**src/rtl/vgroup_wb_collector_if.sv**
```systemverilog
// Issue/writeback/status bundle between the vector pipeline and the group collector.
interface vgroup_wb_collector_if #(
  parameter int NREGS = 32
);
  localparam int RW = $clog2(NREGS);

  logic             issue_valid;
  logic [RW-1:0]    issue_rdest;
  logic [3:0]       issue_lmul;
  logic             issue_ready;
  logic             wb_valid;
  logic [RW-1:0]    wb_rdest;
  logic [NREGS-1:0] busy_mask;
  logic [3:0]       pending_cnt;
  logic             group_done;
  logic [RW-1:0]    group_rdest;
  logic             wb_err;

  modport master (
    output issue_valid, issue_rdest, issue_lmul, wb_valid, wb_rdest,
    input  issue_ready, busy_mask, pending_cnt, group_done, group_rdest, wb_err
  );

  modport slave (
    input  issue_valid, issue_rdest, issue_lmul, wb_valid, wb_rdest,
    output issue_ready, busy_mask, pending_cnt, group_done, group_rdest, wb_err
  );
endinterface

```
**src/rtl/vgroup_wb_collector.sv**
```systemverilog
// Tracks one LMUL register group at writeback: busy marking, in-order
// writeback checking and a completion pulse for the hazard logic.
//
//   state   | meaning
//   IDLE    | no group open, new issue may be accepted
//   COLLECT | group open, waiting for its writebacks in register order
module vgroup_wb_collector #(
  parameter int MAX_LMUL = 8,
  parameter int NREGS    = 32
) (
  input  logic                  clk,
  input  logic                  reset,
  vgroup_wb_collector_if.slave  bus
);
  localparam int RW = $clog2(NREGS);

  typedef enum logic {
    IDLE    = 1'b0,
    COLLECT = 1'b1
  } state_t;

  state_t           state_q, state_n;
  logic [RW-1:0]    base_q, base_n;
  logic [3:0]       lmul_q, lmul_n;
  logic [3:0]       idx_q, idx_n;
  logic [NREGS-1:0] busy_q, busy_n;
  logic [3:0]       pending_q, pending_n;
  logic             done_q, done_n;
  logic [RW-1:0]    grd_q, grd_n;
  logic             err_q, err_n;

  logic             lmul_legal;
  logic [RW-1:0]    expect_reg;

  // Register indices wrap modulo NREGS through the natural RW-bit add.
  function automatic logic [NREGS-1:0] group_mask(input logic [RW-1:0] b,
                                                  input logic [3:0]    n);
    logic [NREGS-1:0] m;
    logic [RW-1:0]    r;
    m = '0;
    for (int i = 0; i < MAX_LMUL; i++) begin
      r = b + RW'(i);
      if (4'(i) < n) m[r] = 1'b1;
    end
    return m;
  endfunction

  assign lmul_legal = ((bus.issue_lmul == 4'd1) || (bus.issue_lmul == 4'd2) ||
                       (bus.issue_lmul == 4'd4) || (bus.issue_lmul == 4'd8)) &&
                      (int'(bus.issue_lmul) <= MAX_LMUL);

  assign expect_reg = base_q + RW'(idx_q);

  assign bus.issue_ready = (state_q == IDLE) && !reset;
  assign bus.busy_mask   = busy_q;
  assign bus.pending_cnt = pending_q;
  assign bus.group_done  = done_q;
  assign bus.group_rdest = grd_q;
  assign bus.wb_err      = err_q;

  always_ff @(posedge clk) begin
    if (reset) begin
      state_q   <= IDLE;
      base_q    <= '0;
      lmul_q    <= '0;
      idx_q     <= '0;
      busy_q    <= '0;
      pending_q <= '0;
      done_q    <= 1'b0;
      grd_q     <= '0;
      err_q     <= 1'b0;
    end else begin
      state_q   <= state_n;
      base_q    <= base_n;
      lmul_q    <= lmul_n;
      idx_q     <= idx_n;
      busy_q    <= busy_n;
      pending_q <= pending_n;
      done_q    <= done_n;
      grd_q     <= grd_n;
      err_q     <= err_n;
    end
  end

  always_comb begin
    state_n   = state_q;
    base_n    = base_q;
    lmul_n    = lmul_q;
    idx_n     = idx_q;
    busy_n    = busy_q;
    pending_n = pending_q;
    done_n    = 1'b0;
    grd_n     = grd_q;
    err_n     = 1'b0;

    unique case (state_q)
      IDLE: begin
        // A writeback alongside an issue is never counted toward the new group.
        if (bus.wb_valid) err_n = 1'b1;
        if (bus.issue_valid) begin
          if (lmul_legal) begin
            base_n    = bus.issue_rdest;
            lmul_n    = bus.issue_lmul;
            idx_n     = '0;
            busy_n    = group_mask(bus.issue_rdest, bus.issue_lmul);
            pending_n = bus.issue_lmul;
            state_n   = COLLECT;
          end else begin
            err_n = 1'b1;
          end
        end
      end

      COLLECT: begin
        if (bus.wb_valid) begin
          if (bus.wb_rdest == expect_reg) begin
            busy_n[expect_reg] = 1'b0;
            idx_n              = idx_q + 4'd1;
            pending_n          = pending_q - 4'd1;
            if (idx_q == lmul_q - 4'd1) begin
              done_n  = 1'b1;
              grd_n   = base_q;
              state_n = IDLE;
            end
          end else begin
            err_n = 1'b1;
          end
        end
      end

      default: state_n = IDLE;
    endcase
  end
endmodule

```
**src/flat_wrapper.sv**
```systemverilog
// flat-port wrapper written by rule: the top's interface ports become plain ports
module vgroup_wb_collector_flat 
#(
  parameter int MAX_LMUL = 8,
  parameter int NREGS    = 32
)
  (clk, reset, bus_issue_valid, bus_issue_rdest, bus_issue_lmul, bus_wb_valid, bus_wb_rdest, bus_issue_ready, bus_busy_mask, bus_pending_cnt, bus_group_done, bus_group_rdest, bus_wb_err);
  vgroup_wb_collector_if #(.NREGS(NREGS)) bus_i ();
  input  logic clk;
  input  logic reset;
  input wire logic [$bits(bus_i.issue_valid)-1:0] bus_issue_valid;
  input wire logic [$bits(bus_i.issue_rdest)-1:0] bus_issue_rdest;
  input wire logic [$bits(bus_i.issue_lmul)-1:0] bus_issue_lmul;
  input wire logic [$bits(bus_i.wb_valid)-1:0] bus_wb_valid;
  input wire logic [$bits(bus_i.wb_rdest)-1:0] bus_wb_rdest;
  output wire logic [$bits(bus_i.issue_ready)-1:0] bus_issue_ready;
  output wire logic [$bits(bus_i.busy_mask)-1:0] bus_busy_mask;
  output wire logic [$bits(bus_i.pending_cnt)-1:0] bus_pending_cnt;
  output wire logic [$bits(bus_i.group_done)-1:0] bus_group_done;
  output wire logic [$bits(bus_i.group_rdest)-1:0] bus_group_rdest;
  output wire logic [$bits(bus_i.wb_err)-1:0] bus_wb_err;
  assign bus_i.issue_valid = bus_issue_valid;
  assign bus_i.issue_rdest = bus_issue_rdest;
  assign bus_i.issue_lmul = bus_issue_lmul;
  assign bus_i.wb_valid = bus_wb_valid;
  assign bus_i.wb_rdest = bus_wb_rdest;
  assign bus_issue_ready = bus_i.issue_ready;
  assign bus_busy_mask = bus_i.busy_mask;
  assign bus_pending_cnt = bus_i.pending_cnt;
  assign bus_group_done = bus_i.group_done;
  assign bus_group_rdest = bus_i.group_rdest;
  assign bus_wb_err = bus_i.wb_err;
  vgroup_wb_collector #(.MAX_LMUL(MAX_LMUL), .NREGS(NREGS)) u_core (.clk(clk), .reset(reset), .bus(bus_i));
endmodule
```
**config.mk**
```make
export PLATFORM = sky130hd
export DESIGN_NAME = vgroup_wb_collector_flat
export DESIGN_NICKNAME = d
export VERILOG_FILES = /design/src/rtl/vgroup_wb_collector_if.sv /design/src/rtl/vgroup_wb_collector.sv /design/src/flat_wrapper.sv
export SDC_FILE = /design/constraint.sdc
export NUM_CORES = 1
export LEC_CHECK = 0
export CAP_MARGIN = 15
export CELL_PAD_IN_SITES_DETAIL_PLACEMENT = 1
export CELL_PAD_IN_SITES_GLOBAL_PLACEMENT = 2
export CORE_MARGIN = 5
export CORE_UTILIZATION = 31
export DETAILED_ROUTE_END_ITERATION = 7
export GPL_TIMING_DRIVEN = 0
export PLACE_DENSITY = 0.75
export SYNTH_ARGS = -nofsm -noshare
export SYNTH_HDL_FRONTEND = slang
export SYNTH_SLANG_ARGS = --single-unit
```
**constraint.sdc**
```tcl
create_clock -name clk -period 3.25 [get_ports clk]
set_clock_uncertainty 0.1 [all_clocks]
set_input_delay 0.8125 -clock clk [delete_from_list [all_inputs] [get_ports clk]]
set_output_delay 0.8125 -clock clk [all_outputs]
set_load 0.02 [all_outputs]
```
==> qor.yml, run 1 <==
routing:
  drcViolationCount: 0
  vias: 7329
  drtIter0Drc: 549
  via_per_inst: 6.418
  ant_nets: 0
  wl_per_cell_um: 27.81
  finalWirelength_um: 31760
  firstDrtPassIters: 5
clock_tree:
  cts_tree: "done"
  clock-sinks: 57
  hold_buffers: 0
  cts.clk_slew.worst_paths_ns: 0.05
  cts-root-buf: "clkbuf_16"
  clock_latency_ns: 0.33
  clock_path_buffers: 2
  cts_buffers: 9
  ctsHtreeMaxLevel: 3
worst_setup_path:
  critPathLaunch: "bus_issue_rdest[2]"
  arrival_ns: 3.32
  crit_fanout: 10
  worstSetupEndpointType: "flop"
  crit_required_ns: 3.34
  reg2reg_from: "u_core.idx_q[0]"
  setup.worst_path.start_class: "input port"
  critical_path_class: "input port to flop"
run_status:
  status: "completed"
floorplan:
  fp.dieArea_um2: 22140
  core_um2: 18830
  fp.dieW_um: 148.8
  die_h_um: 148.8
  initial_utilization_pct: 31.71
  num_io_pins: 62
  rows: 50
logic_synthesis:
  ys_seq_area_share_pct: 19.11
  async_flop_share_pct: 0
  synthCells: 780
  syn_avg_cell_area_um2: 7.656
  synth_top_area_share_pct: 19.11
  synth-edff-count: 0
  ys_types: 98
  synth_fp_nets: 813
  synth_flop_cell: "dfxtp_1"
  synthTopCellsByArea: "dfxtp_1, nor2_1, nand2_1"
  synth_warnings: 0
  yosysTopAreaCell: "dfxtp_1"
  syn_area_um2: 5972
  ys_ff_latch: 57
pwr:
  p_switching_mw: 1.116
  clkPwrFrac_pct: 32.8
  seqPwrFrac_pct: 26.8
  sw_frac_of_total_pct: 38.47
  p_leak_nw: 2.801
  p_per_area_nw_per_um2: 346.9
  peakVddDrop_mv: 0.3295
  power.internal_mw: 1.785
  comb_power_share_pct: 40.5
timing:
  timing.fmax_mhz: 309.7
  worst_pin_slew_ns: 0.8209
  period_minus_slack_ns: 3.229
  setup_viol: 0
  fin_setup_tns_ns: 0
  slew_headroom_pct: 45.27
  hold_viol_final: 0
  finalCritPeriodShare_pct: 99.35
  rsz0062_at_grt: "true"
  final-max-slew-violation-count: 0
  worst_slack_ns: 0.02116
  whs_ns: 0.3742
grt:
  grt_pass1_vias: 7538
  grt_pass1_wl_um: 47310
  antenna_found_initial: 0
  grt_overflow: 0
  grt_max_degree: 11
  grt_use_total_pct: 28.00
job:
  drv_cap: 0
cells_and_area:
  fillCellCount: 2231
  seq_area_um2: 1141
  layout_common_cells: "nor2_1, nand2_1, dfxtp_1"
  layout_commonest_cell: "nor2_1"
  antenna_cells: 0
  drive_gt1_share_pct: 28.68
  nets: 911
  syn_to_final_growth_pct: 40.02
  multi_input_area_um2: 5275
placement:
  port_buffers: 60
  hpwl_um: 23960
  place_ws_ns: -1.609
  place_congestion: 1.052
worst_hold_path:
  hp-class: "flop to flop"
  hp-start: "u_core.lmul_q[3]"
-- kinds of logic after synthesis --
logic type,Yosys count,synth area share (%)
mux,9,1.509
buf+inv,79,7.417
xor+xnor,34,5.364
flops,57,19.11
simple gates,317,27.59
compound gates,269,35.74
fa+ha+maj,15,3.268
-- layout make-up --
class / instances / share of cell area (%)
Multi-Input combinational cell: 644 / 63.09
Sequential cell: 57 / 13.65
Buffer: 65 / 5.521
Timing Repair Buffer: 88 / 9.606
Inverter: 13 / 0.7033
Clock buffer: 12 / 3.067
Clock inverter: 3 / 0.4788
Tap cell: 260 / 3.890
-- path summary, 6_finish.rpt --
check	to	slack, ns	cells after the start
setup / recovery	u_core.bus.busy_mask[6]	0.02	11
hold reg to reg	u_core.lmul_q[3]	0.37	2
hold / removal	u_core.lmul_q[3]	0.37	2
setup reg to reg	u_core.bus.busy_mask[1]	0.09	9
-- Yosys cell counts, types with 5 or more instances --
master / number
o32ai_1: 5
inv_1: 11
nand2b_1: 12
o21bai_1: 14
o21a_1: 5
and2_1: 7
buf_4: 16
a221oi_1: 7
o221ai_1: 11
a31oi_1: 5
o21ai_1: 5
buf_2: 27
buf_6: 7
a21oi_1: 43
xor2_1: 15
a21o_1: 5
a211oi_1: 15
a311oi_1: 8
nand3b_1: 6
o21ai_0: 25
mux2i_1: 9
and3_1: 11
nor4_1: 13
nand3_1: 36
clkbuf_1: 12
or3_1: 9
nor2b_1: 5
nor2_1: 75
a32oi_1: 8
xnor2_1: 17
o22ai_1: 15
o211ai_1: 5
dfxtp_1: 57
nand4_1: 10
or2_2: 5
ha_1: 14
a2111oi_0: 16
a2111oi_1: 9
a2111oi_2: 5
nor3_1: 31
o2111ai_1: 8
nand2_1: 68
-- flip-flops by register name, indices dropped and copies added (netlist names) --
signal and flops:
u_core.bus.group_done 1, u_core.bus.pending_cnt 4, u_core.lmul_q 4, u_core.base_q 5, u_core.state_q 1, u_core.bus.wb_err 1
u_core.bus.group_rdest 5, u_core.idx_q 4, u_core.bus.busy_mask 32
-- critical path, stage by stage --
cell and delay (ns):
clkdlybuf4s18_2 0.28, ha_1 0.24, buf_4 0.19, buf_4 0.20, buf_6 0.17, nand3b_1 0.17
a211oi_2 0.08, a211oi_1 0.54, mux2i_1 0.15, a211oi_1 0.37, a311oi_1 0.09
-- layer usage --
layer / share of wire, % / up-vias / global-route usage [%]
met5: 0 / - / 0
met4: 4.1 / 0 / 10.89
met3: 7.3 / 74 / 5.895
met2: 45 / 348 / 44.17
met1: 44 / 3694 / 37.51
li1: - / 3213 / -
-- stage by stage --
stage                     area, um2  total power [mW]  utilization, %  instances
after CTS                      7934             2.819           42.13       1133
after detailed placement       6928             1.737           36.79       1100
after global routing           8362             3.011           44.41       1142
after global placement         6928             1.728           36.79       1100
final                          8362             2.901           44.41       1142
after floorplan                6002             1.362               -        780
-- power by group through the flow --
stage / Combinational, mW / Sequential, mW / Clock, mW
6_report: 1.17 / 0.776 / 0.951
5_1_grt: 1.23 / 0.781 / 1.00
3_5_place_dp: 0.947 / 0.790 / 0
2_1_floorplan: 0.539 / 0.824 / 0
4_1_cts: 1.07 / 0.776 / 0.968
3_3_place_gp: 0.940 / 0.788 / 0
-- repair_timing --
action	4_1_cts	5_1_grt
pin swaps	16	19
resized for setup	122	74
setup endpoints to repair	33	30
cloned	0	0
setup buffers	18	10
(Power assumes the default switching activity.)
==> run 2, diff against run 1 <==
--- a/config.mk
+++ b/config.mk
@@ -5,7 +5,7 @@
 export SDC_FILE = /design/constraint.sdc
 export NUM_CORES = 1
 export LEC_CHECK = 0
-export CAP_MARGIN = 15
+export CAP_MARGIN = 20
 export CELL_PAD_IN_SITES_DETAIL_PLACEMENT = 1
 export CELL_PAD_IN_SITES_GLOBAL_PLACEMENT = 2
 export CORE_MARGIN = 5
==> results of run 2 <==
No change in the layout: final DEF, timing and power equal those of run 1.
==> run 3, diff against run 2 <==
--- a/config.mk
+++ b/config.mk
@@ -8,6 +8,7 @@
 export CAP_MARGIN = 20
 export CELL_PAD_IN_SITES_DETAIL_PLACEMENT = 1
 export CELL_PAD_IN_SITES_GLOBAL_PLACEMENT = 2
+export CORE_ASPECT_RATIO = 2
 export CORE_MARGIN = 5
 export CORE_UTILIZATION = 31
 export DETAILED_ROUTE_END_ITERATION = 7
==> run 3 against run 2 <==
Die area is 0.76% higher. Register-to-register slack better by 0.06 ns. Core utilization is 0.91 points higher. Sequential power hardly changed. Via count is 0.82% lower. Wire length is 12% higher. Critical endpoint is now u_core.bus.busy_mask[25].
==> qor.yml, run 3 (synthesized netlist as in run 1, its figures left out) <==
run_status:
  status: "completed"
timing:
  slew_headroom_pct: 35.01
  final-max-slew-violation-count: 0
  hold_viol_final: 0
  period_minus_slack_ns: 3.205
  timing.fmax_mhz: 312.0
  whs_ns: 0.3790
  setup_viol: 0
  worst_slack_ns: 0.04535
  worst_pin_slew_ns: 0.9749
  finalCritPeriodShare_pct: 98.60
cells_and_area:
  layout_common_cells: "nand2_1, nor2_1, dfxtp_1"
  antenna_cells: 0
  syn_to_final_growth_pct: 45.59
  drive_gt1_share_pct: 30.28
  nets: 924
  largest_reg_flops: 32
  layout_commonest_cell: "nand2_1"
pwr:
  p_per_area_nw_per_um2: 349.7
  peakVddDrop_mv: 0.3334
  p_leak_nw: 2.924
worst_hold_path:
  holdPathStages: 2
  hp-class: "flop to flop"
  hp-start: "u_core.lmul_q[3]"
  min_to: "u_core.lmul_q[3]"
routing:
  drcViolationCount: 0
  vias: 7269
  via_per_inst: 6.299
  ant_nets: 0
  wl_per_cell_um: 30.75
  drtIter0Drc: 373
  finalWirelength_um: 35490
  firstDrtPassIters: 4
clock_tree:
  clock_path_buffers: 2
  cts_buffers: 9
  cts_tree: "done"
  cts-root-buf: "clkbuf_16"
  cts.clk_slew.worst_paths_ns: 0.05
  clock-sinks: 57
  ctsHtreeMaxLevel: 3
  clock_latency_ns: 0.33
worst_setup_path:
  reg2reg_from: "u_core.idx_q[0]"
  worstSetupEndpointType: "flop"
  setup.worst_path.start_class: "input port"
  rr_endpoint: "u_core.bus.busy_mask[23]"
  rr_worst_depth: 8
  crit_required_ns: 3.37
  crit_fanout: 10
  r2r_setup_slack_ns: 0.15
  arrival_ns: 3.33
  critical_path_class: "input port to flop"
grt:
  grt_pass1_vias: 7776
  grt_max_degree: 11
  grt_pass1_wl_um: 51630
  grt_use_total_pct: 31.64
  grt_overflow: 0
  antenna_found_initial: 0
floorplan:
  num_io_pins: 62
  core_um2: 19190
  rows: 72
  die_h_um: 206.3
  fp.dieW_um: 108.1
  fp.dieArea_um2: 22310
  initial_utilization_pct: 31.12
placement:
  place_ws_ns: -1.879
  place_congestion: 0.9916
  hpwl_um: 27870
  port_buffers: 60
job:
  drv_cap: 0
run 3: area by class of cell:
class / instances / area, um2
Clock buffer: 13 / 280.3
Fill cell: 2275 / 10490
Inverter: 13 / 65.06
Buffer: 63 / 467.9
Timing Repair Buffer: 103 / 1002
Clock inverter: 2 / 35.03
Tap cell: 259 / 324.1
Sequential cell: 57 / 1141
Multi-Input combinational cell: 644 / 5379
run 3: metal layers:
metal / track usage, % / vias to the layer above / routed length, um
met2: 59.39 / 277 / 19080
met3: 3.126 / 116 / 1290
met4: 23.88 / 0 / 3202
met1: 31.08 / 3636 / 11910
li1: - / 3240 / -
met5: 0 / - / 0
run 3: critical path, cell delays in order:
cell	delay, ns
clkdlybuf4s50_1	0.52
clkbuf_4	0.24
buf_4	0.22
nor2_1	0.14
a211oi_4	0.35
nand2_1	0.31
o22ai_2	0.29
a2111oi_4	0.09
a2111oi_2	0.34
run 3: timing repair:
action	4_1_cts	5_1_grt
buffers inserted	24	19
pin swaps	20	20
endpoints found under the setup margin	35	44
gates resized for setup	149	81
hold buffers	0	0
run 3: worst max path at each step:
stage / start / end / slack (ns) / cells after the start
after global routing: bus_issue_lmul[3] / u_core.bus.busy_mask[0] / -0.02 / 9
after global placement: bus_issue_rdest[2] / u_core.bus.busy_mask[27] / -1.89 / 9
final: bus_issue_rdest[4] / u_core.bus.busy_mask[25] / 0.05 / 9
after CTS: bus_issue_rdest[1] / u_core.bus.busy_mask[17] / -0.06 / 15
after detailed placement: bus_issue_rdest[2] / u_core.bus.busy_mask[27] / -1.88 / 9
after floorplan: bus_issue_rdest[1] / u_core.bus.busy_mask[1] / 0.005 / 14
run 3: stage by stage:
step,std cells,power (mW),TNS [ns],utilization (%),instance area [um2]
finish,1154,3.040,0,45.31,8695
detailed placement,1099,1.774,-45.96,36.10,6927
CTS,1138,2.936,-0.1202,42.55,8164
floorplan,780,1.362,0,-,6002
global route,1154,3.143,-0.02994,45.31,8695
global placement,1099,1.766,-44.56,36.10,6927
run 3: power breakdown:
part	total, mW	internal [mW]	switching, mW
Sequential	0.778	0.743	0.0351
Combinational	1.26	0.460	0.805
Clock	0.997	0.670	0.327
